## src/rtl/sched_pkg.sv

```systemverilog
// Shared types and defaults for the DSP frame scheduler.
// Build option: SCHED_STATS_EN adds frame/drop statistics counters to dsp_frame_sched.
package sched_pkg;

   localparam int DEF_WIDTH   = 16;
   localparam int DEF_CFG_W   = 4;
   localparam int DEF_TIMEOUT = 64;

   typedef enum logic [2:0] {
      IDLE   = 3'd0,
      SEND_L = 3'd1,
      WAIT_L = 3'd2,
      SEND_R = 3'd3,
      WAIT_R = 3'd4,
      COMMIT = 3'd5
   } sched_state_e;

   typedef enum logic {
      CHAN_L = 1'b0,
      CHAN_R = 1'b1
   } chan_e;

endpackage

```

## src/rtl/dsp_watchdog.sv

```systemverilog
// Per-channel stall watchdog: counts cycles while enabled and flags expiry
// on the TIMEOUT-th cycle after a clear, so one channel never takes longer
// than TIMEOUT cycles.
module dsp_watchdog
   import sched_pkg::*;
#(
   parameter int TIMEOUT = DEF_TIMEOUT
) (
   input  logic clk,
   input  logic rst,
   input  logic clear,
   input  logic enable,
   output logic expire
);

   localparam int CNT_W = (TIMEOUT > 2) ? $clog2(TIMEOUT) : 1;
   localparam logic [CNT_W-1:0] LAST = CNT_W'(TIMEOUT - 1);

   logic [CNT_W-1:0] count;

   // Count from zero after each clear and park at the terminal value
   always_ff @(posedge clk) begin
      if (rst || clear) begin
         count <= '0;
      end else if (enable && (count != LAST)) begin
         count <= count + 1'b1;
      end
   end

   assign expire = enable && (count == LAST);

endmodule

```

## src/rtl/dsp_frame_sched.sv

```systemverilog
// Time-shares one DSP between the left and right channel of each stereo
// frame, latching the user settings once per frame and bypassing the DSP
// with the raw sample when it stalls.
// Build option: SCHED_STATS_EN adds frames_o and drops_o counters.
module dsp_frame_sched
   import sched_pkg::*;
#(
   parameter int WIDTH   = DEF_WIDTH,
   parameter int CFG_W   = DEF_CFG_W,
   parameter int TIMEOUT = DEF_TIMEOUT
) (
   input  logic             sclk_i,
   input  logic             rst_i,
   input  logic             rx_valid_i,
   input  logic [WIDTH-1:0] rx_left_i,
   input  logic [WIDTH-1:0] rx_right_i,
   input  logic [CFG_W-1:0] reqSetting_i,
   input  logic [CFG_W-1:0] freqSetting_i,
   output logic             dsp_valid_o,
   input  logic             dsp_ready_i,
   output logic [WIDTH-1:0] dsp_data_o,
   output logic             dsp_chan_o,
   output logic [CFG_W-1:0] dsp_req_o,
   output logic [CFG_W-1:0] dsp_freq_o,
   input  logic             dsp_rvalid_i,
   input  logic [WIDTH-1:0] dsp_rdata_i,
   output logic [WIDTH-1:0] tx_left_o,
   output logic [WIDTH-1:0] tx_right_o,
   output logic             tx_load_o,
   output logic             busy_o,
   output logic             overrun_o,
   output logic             timeout_o,
   input  logic             clr_status_i
`ifdef SCHED_STATS_EN
   ,
   output logic [15:0]      frames_o,
   output logic [15:0]      drops_o
`endif
);

   localparam logic [2:0] ST_IDLE   = 3'(IDLE);
   localparam logic [2:0] ST_SEND_L = 3'(SEND_L);
   localparam logic [2:0] ST_WAIT_L = 3'(WAIT_L);
   localparam logic [2:0] ST_SEND_R = 3'(SEND_R);
   localparam logic [2:0] ST_WAIT_R = 3'(WAIT_R);
   localparam logic [2:0] ST_COMMIT = 3'(COMMIT);

   logic [2:0]       state;
   logic [2:0]       state_next;
   logic [WIDTH-1:0] left_s;
   logic [WIDTH-1:0] right_s;
   logic [CFG_W-1:0] req_s;
   logic [CFG_W-1:0] freq_s;
   logic [WIDTH-1:0] res_l;
   logic [WIDTH-1:0] tx_left;
   logic [WIDTH-1:0] tx_right;
   logic             overrun;
   logic             timeout;

   logic             in_send;
   logic             in_wait;
   logic             in_chan;
   logic             is_right;
   logic             start_frame;
   logic             drop_frame;
   logic             result_ok;
   logic             bypass;
   logic             chan_done;
   logic             wd_clear;
   logic             wd_expire;
   logic [WIDTH-1:0] raw_sample;
   logic [WIDTH-1:0] chan_result;

   assign in_send     = (state == ST_SEND_L) || (state == ST_SEND_R);
   assign in_wait     = (state == ST_WAIT_L) || (state == ST_WAIT_R);
   assign in_chan     = in_send || in_wait;
   assign is_right    = (state == ST_SEND_R) || (state == ST_WAIT_R);
   assign start_frame = rx_valid_i && ((state == ST_IDLE) || (state == ST_COMMIT));
   assign drop_frame  = rx_valid_i && in_chan;
   assign result_ok   = in_wait && dsp_rvalid_i;
   assign bypass      = in_chan && wd_expire && !result_ok;
   assign chan_done   = result_ok || bypass;
   assign raw_sample  = is_right ? right_s : left_s;
   assign chan_result = result_ok ? dsp_rdata_i : raw_sample;

   // Next-state selection; a watchdog bypass advances exactly like a result
   always_comb begin
      state_next = state;
      unique case (state)
         ST_IDLE:   if (rx_valid_i) state_next = ST_SEND_L;
         ST_SEND_L: if (bypass) state_next = ST_SEND_R;
                    else if (dsp_ready_i) state_next = ST_WAIT_L;
         ST_WAIT_L: if (chan_done) state_next = ST_SEND_R;
         ST_SEND_R: if (bypass) state_next = ST_COMMIT;
                    else if (dsp_ready_i) state_next = ST_WAIT_R;
         ST_WAIT_R: if (chan_done) state_next = ST_COMMIT;
         ST_COMMIT: state_next = rx_valid_i ? ST_SEND_L : ST_IDLE;
         default:   state_next = ST_IDLE;
      endcase
   end

   assign wd_clear = ((state_next == ST_SEND_L) || (state_next == ST_SEND_R)) &&
                     (state_next != state);

   dsp_watchdog #(
      .TIMEOUT (TIMEOUT)
   ) u_watchdog (
      .clk    (sclk_i),
      .rst    (rst_i),
      .clear  (wd_clear),
      .enable (in_chan),
      .expire (wd_expire)
   );

   // State register
   always_ff @(posedge sclk_i) begin
      if (rst_i) state <= ST_IDLE;
      else       state <= state_next;
   end

   // Frame shadow: samples and settings are captured only when a frame is accepted
   always_ff @(posedge sclk_i) begin
      if (rst_i) begin
         left_s  <= '0;
         right_s <= '0;
         req_s   <= '0;
         freq_s  <= '0;
      end else if (start_frame) begin
         left_s  <= rx_left_i;
         right_s <= rx_right_i;
         req_s   <= reqSetting_i;
         freq_s  <= freqSetting_i;
      end
   end

   // Hold the left result, then publish both results together as the frame completes
   always_ff @(posedge sclk_i) begin
      if (rst_i) begin
         res_l    <= '0;
         tx_left  <= '0;
         tx_right <= '0;
      end else if (chan_done) begin
         if (is_right) begin
            tx_left  <= res_l;
            tx_right <= chan_result;
         end else begin
            res_l <= chan_result;
         end
      end
   end

   // Sticky status flags; a new event in the clear cycle keeps the flag set
   always_ff @(posedge sclk_i) begin
      if (rst_i) begin
         overrun <= 1'b0;
         timeout <= 1'b0;
      end else begin
         if (drop_frame)        overrun <= 1'b1;
         else if (clr_status_i) overrun <= 1'b0;
         if (bypass)            timeout <= 1'b1;
         else if (clr_status_i) timeout <= 1'b0;
      end
   end

`ifdef SCHED_STATS_EN
   logic [15:0] frames;
   logic [15:0] drops;

   // Free-running statistics, untouched by the status clear
   always_ff @(posedge sclk_i) begin
      if (rst_i) begin
         frames <= '0;
         drops  <= '0;
      end else begin
         if (state == ST_COMMIT) frames <= frames + 16'd1;
         if (drop_frame)         drops  <= drops + 16'd1;
      end
   end

   assign frames_o = frames;
   assign drops_o  = drops;
`endif

   assign dsp_valid_o = in_send;
   assign dsp_data_o  = raw_sample;
   assign dsp_chan_o  = is_right ? CHAN_R : CHAN_L;
   assign dsp_req_o   = req_s;
   assign dsp_freq_o  = freq_s;
   assign tx_left_o   = tx_left;
   assign tx_right_o  = tx_right;
   assign tx_load_o   = (state == ST_COMMIT);
   assign busy_o      = (state != ST_IDLE);
   assign overrun_o   = overrun;
   assign timeout_o   = timeout;

endmodule

```

## config.mk

```make
export PLATFORM = sky130hd
export DESIGN_NAME = dsp_frame_sched
export DESIGN_NICKNAME = d
export VERILOG_FILES = /design/src/rtl/sched_pkg.sv /design/src/rtl/dsp_watchdog.sv /design/src/rtl/dsp_frame_sched.sv
export SDC_FILE = /design/constraint.sdc
export NUM_CORES = 1
export LEC_CHECK = 0
export ABC_AREA = 0
export BUFFER_PORTS_ARGS = -buffer_cell sky130_fd_sc_hd__buf_2
export CORE_MARGIN = 2
export CORE_UTILIZATION = 40
export CTS_CLUSTER_DIAMETER = 60
export DETAILED_ROUTE_END_ITERATION = 10
export SKIP_CTS_REPAIR_TIMING = 1
export SLEW_MARGIN = 10
export SYNTH_ARGS = -nofsm -noshare
export SYNTH_HDL_FRONTEND = slang
export SYNTH_SLANG_ARGS = --single-unit
```

## constraint.sdc

```tcl
create_clock -name sclk_i -period 2 [get_ports sclk_i]
set_clock_uncertainty 0.05 [all_clocks]
set_input_delay 0.4 -clock sclk_i [delete_from_list [all_inputs] [get_ports sclk_i]]
set_output_delay 0.4 -clock sclk_i [all_outputs]
set_load 0.01 [all_outputs]
```

==> flow_results.xml <==
<?xml version="1.0" encoding="UTF-8"?>
<metrics>
  <group name="worst_setup_path">
    <metric name="crit_arrival" unit="ns">2.36</metric>
    <metric name="worstSetupStartpoint" unit="">state[2]$_SDFF_PP0_</metric>
    <metric name="cpMostUsedCell" unit="">sky130_fd_sc_hd__buf_12</metric>
    <metric name="timing.critical_path.from_type" unit="">flip-flop</metric>
    <metric name="critical_path_cell_count" unit="">11</metric>
    <metric name="worstReg2RegStart" unit="">state[2]$_SDFF_PP0_</metric>
    <metric name="critical_path_required" unit="ns">2.25</metric>
    <metric name="path_max_fanout" unit="">17</metric>
    <metric name="endpoint_kind" unit="">flip-flop</metric>
    <metric name="path_class" unit="">reg -&gt; reg</metric>
    <metric name="critical_path.slowest_cell" unit="">sky130_fd_sc_hd__dfxtp_4</metric>
    <metric name="cp_cell_sequence" unit="">nor3b_4, a21oi_4, inv_4, clkbuf_16, buf_8, buf_12, buf_4, o21a_1, buf_12, nor2_8, o2bb2ai_1</metric>
    <metric name="worst_path_dominant_cell_family" unit="">buffers and inverters</metric>
    <metric name="cp.buffers_inverters" unit="">6</metric>
    <metric name="worst_path_largest_cell_delay" unit="ns">0.37</metric>
    <metric name="r2r_cells" unit="">11</metric>
  </group>
  <group name="global_route">
    <metric name="antenna_violations_before_repair" unit="">0</metric>
    <metric name="maximum_number_of_pins_on_one_net_before_global_route_repair" unit="">35</metric>
    <metric name="grt_overflow" unit="">0</metric>
    <metric name="grt_usage" unit="%">20.7</metric>
    <metric name="first_pass_grt_wire_length" unit="mm">18.8</metric>
    <metric name="first_global_vias" unit="">3788</metric>
  </group>
  <group name="synth">
    <metric name="netlist_instances" unit="">485</metric>
    <metric name="synth-edff-count" unit="">0</metric>
    <metric name="ffs_w_async_s_r_synth" unit="%">0</metric>
    <metric name="synth_adder_area_share" unit="%">0.294</metric>
    <metric name="synth-simple-area-share" unit="%">19.7</metric>
    <metric name="synth_flop_cell" unit="">sky130_fd_sc_hd__dfxtp_1</metric>
    <metric name="mapped_area" unit="sq um">4260</metric>
    <metric name="compound_gate_portion_of_the_synthesized_area" unit="%">18.9</metric>
    <metric name="dominant_combinational_cell_family_by_area_after_synthesis" unit="">simple AND/OR/NAND/NOR gates</metric>
    <metric name="number_of_storage_elements_in_the_synthesis_netlist" unit="">99</metric>
    <metric name="synth.yosys.warnings" unit="">0</metric>
    <metric name="syn_area_per_cell" unit="sq um">8.79</metric>
    <metric name="synth.mux.area_fraction" unit="%">7.98</metric>
    <metric name="mappedNetlistNets" unit="">548</metric>
    <metric name="post_synth_xor_area_fraction" unit="%">1.44</metric>
    <metric name="synthDistinctLibCells" unit="">43</metric>
    <metric name="ys_seq_area_share" unit="%">46.5</metric>
  </group>
  <group name="drt">
    <metric name="routed_wirelength" unit="mm">12.2</metric>
    <metric name="detail_route.vias_per_cell" unit="">5.10</metric>
    <metric name="routedWlPerCell" unit="um">16.0</metric>
    <metric name="postRouteAntennaNets" unit="">0</metric>
    <metric name="first_iter_violations" unit="">148</metric>
    <metric name="route.vias.total" unit="">3888</metric>
    <metric name="drt_pass1_iterations" unit="">4</metric>
    <metric name="drc" unit="">0</metric>
  </group>
  <group name="clock_network">
    <metric name="numClockSinks" unit="">99</metric>
    <metric name="cell_at_the_root_of_the_clock_tree" unit="">sky130_fd_sc_hd__clkbuf_8</metric>
    <metric name="htreeDepth" unit="">3</metric>
    <metric name="insertion_delay" unit="ns">0.37</metric>
    <metric name="tritoncts.num_buffers" unit="">9</metric>
    <metric name="clock_path_buffers" unit="">2</metric>
    <metric name="clk_pin_slew_worst_paths" unit="ns">0.11</metric>
    <metric name="cts_tree" unit="">yes</metric>
  </group>
  <group name="floorplan">
    <metric name="core" unit="sq um">10300</metric>
    <metric name="die_width" unit="um">107</metric>
    <metric name="core.rowCount" unit="">37</metric>
    <metric name="chipHeight" unit="um">107</metric>
    <metric name="floorplan.io_pins" unit="">124</metric>
    <metric name="start_util" unit="%">41.3</metric>
    <metric name="fp.dieArea" unit="sq um">11500</metric>
  </group>
  <group name="worst_hold_path">
    <metric name="min-delay-start" unit="">rx_right_i[6]</metric>
    <metric name="worst_hold_path.num_cells" unit="">3</metric>
    <metric name="hold_class" unit="">in -&gt; reg</metric>
  </group>
  <group name="power_and_ir_drop">
    <metric name="cellLeakagePower" unit="nW">2.43</metric>
    <metric name="pwr_density_cell" unit="nW/um^2">736</metric>
    <metric name="max-vdd-ir-drop" unit="mV">0.331</metric>
  </group>
  <group name="finish">
    <metric name="area_used_by_multi_input_combinational_logic" unit="sq um">2210</metric>
    <metric name="diodes" unit="">0</metric>
    <metric name="most-common-layout-cells" unit="">148 x sky130_fd_sc_hd__nand2_1, 118 x sky130_fd_sc_hd__buf_2, 96 x sky130_fd_sc_hd__dfxtp_1</metric>
    <metric name="synthToLayoutAreaGrowth" unit="%">33.9</metric>
    <metric name="most_common_cell_after_layout_fill_and_taps_aside" unit="">sky130_fd_sc_hd__nand2_1</metric>
    <metric name="final_area" unit="sq um">5710</metric>
    <metric name="area.sequential" unit="sq um">1990</metric>
    <metric name="fillerInstances" unit="">944</metric>
    <metric name="num-nets-final" unit="">684</metric>
    <metric name="post_route_cells_drive_above_1_share" unit="%">35.9</metric>
  </group>
  <group name="sta">
    <metric name="slew-limit-headroom" unit="%">72.4</metric>
    <metric name="finalCritPeriodShare" unit="%">106</metric>
    <metric name="finalWorstSetupSlack" unit="ns">-0.116</metric>
    <metric name="finalSetupTns" unit="ns">-2.43</metric>
    <metric name="worst-slew-pin-transition" unit="ns">0.413</metric>
    <metric name="timing.final.crit_period" unit="ns">2.12</metric>
    <metric name="maxClockFrequency" unit="MHz">473</metric>
    <metric name="final_max_slew_viol_count" unit="">0</metric>
    <metric name="hold_viol" unit="">0</metric>
    <metric name="rsz_0062_raised_after_global_routing" unit="">true</metric>
    <metric name="timing.final.setup_violations" unit="">31</metric>
  </group>
  <group name="placed_design">
    <metric name="portBuffers" unit="">123</metric>
    <metric name="gp_routability_congestion" unit="">0.908</metric>
    <metric name="dp_hpwl" unit="mm">8.34</metric>
    <metric name="placement.cell_area" unit="sq um">5110</metric>
  </group>
  <group name="run_status">
    <metric name="run_status" unit="">finished, violations left</metric>
    <metric name="violations" unit="">negative setup slack</metric>
  </group>
  <group name="flow_run">
    <metric name="drv_cap" unit="">0</metric>
  </group>
</metrics>
## worst paths after layout
kind	slack, ns	endpoint
worst max-delay path	-0.12	tx_right_o[11]$_SDFFE_PP0P_
worst max register to register	-0.12	tx_right_o[11]$_SDFFE_PP0P_
worst min register to register	0.41	tx_left_o[3]$_SDFFE_PP0P_
worst min-delay path	0.21	right_s[6]$_SDFFE_PP0P_
## Yosys cell counts, drive strengths merged, types with 2 or more instances
master | instances | share of area, %
dfxtp | 99 | 46
nor2b | 3 | 0.44
nand3b | 2 | 0.35
nor3 | 9 | 1.1
o21ai | 4 | 0.73
mux2i | 34 | 8.0
inv | 5 | 0.44
nand2 | 165 | 15
o2bb2ai | 32 | 8.0
a2111oi | 2 | 0.70
clkbuf | 14 | 1.2
xnor2 | 2 | 0.41
nor2 | 7 | 1.1
a21oi | 60 | 7.6
nand4 | 3 | 0.44
and3 | 2 | 0.29
xor2 | 5 | 1.0
a211oi | 2 | 0.47
buf | 21 | 3.5
## flip-flops by register name, summed over array words and instances, names as in the netlist
| signal | cells |
|---|---|
| left_s | 16 |
| dsp_req_o | 4 |
| u_watchdog.count | 6 |
| tx_left_o | 16 |
| state | 3 |
| overrun_o | 1 |
| dsp_freq_o | 4 |
| timeout_o | 1 |
| res_l | 16 |
| right_s | 16 |
| tx_right_o | 16 |
## cells by family after synthesis
family | count (synthesis)
buffers and inverters | 40
multiplexers | 34
AO/OA/AOI/OAI | 106
XOR/XNOR | 7
AND/OR/NAND/NOR | 198
flip-flops | 99
adder cells (fa/ha/maj) | 1
## layer usage
layer	global-route usage (%)	wire (um)	part of all wire [%]
met1	26.7	5410	44
met2	34.1	5880	48
met3	4.32	718	5.9
met4	7.88	165	1.4
met5	0	0	0
## worst min-delay path, delay by kind of cell
family                 cells  cell delay [ns]
AO/OA/AOI/OAI              1             0.05
buffers and inverters      1             0.10
AND/OR/NAND/NOR            1             0.04
## area by class of cell
| type | instances | share of cell area (%) |
|---|---|---|
| clock buffer | 9 | 2.17 |
| clock inverter | 7 | 1.67 |
| inverter | 5 | 0.373 |
| multi-input combinational | 346 | 38.7 |
| sequential | 99 | 34.9 |
| tap | 136 | 2.98 |
| timing repair buffer | 160 | 19.2 |
## report_power, final
| part | internal (W) | switching (W) |
|---|---|---|
| registers | 0.00205 | 0.0000618 |
| logic | 0.000311 | 0.000402 |
| clock network | 0.000615 | 0.000769 |
## metrics by stage
step	utilization (%)	worst slack, ns	total power [W]	hold slack, ns	instances
5_1_grt	55.3	-0.199	0.00442	0.199	762
3_5_place_dp	49.5	0.0785	0.00278	0.394	733
4_1_cts	51.6	-0.245	0.00416	0.191	749
3_3_place_gp	49.5	0.153	0.00276	0.391	733
2_1_floorplan	-	0.0463	0.00253	0.382	485
6_report	55.3	-0.116	0.00420	0.207	762
Note: power is estimated with default switching activity, not from simulation.
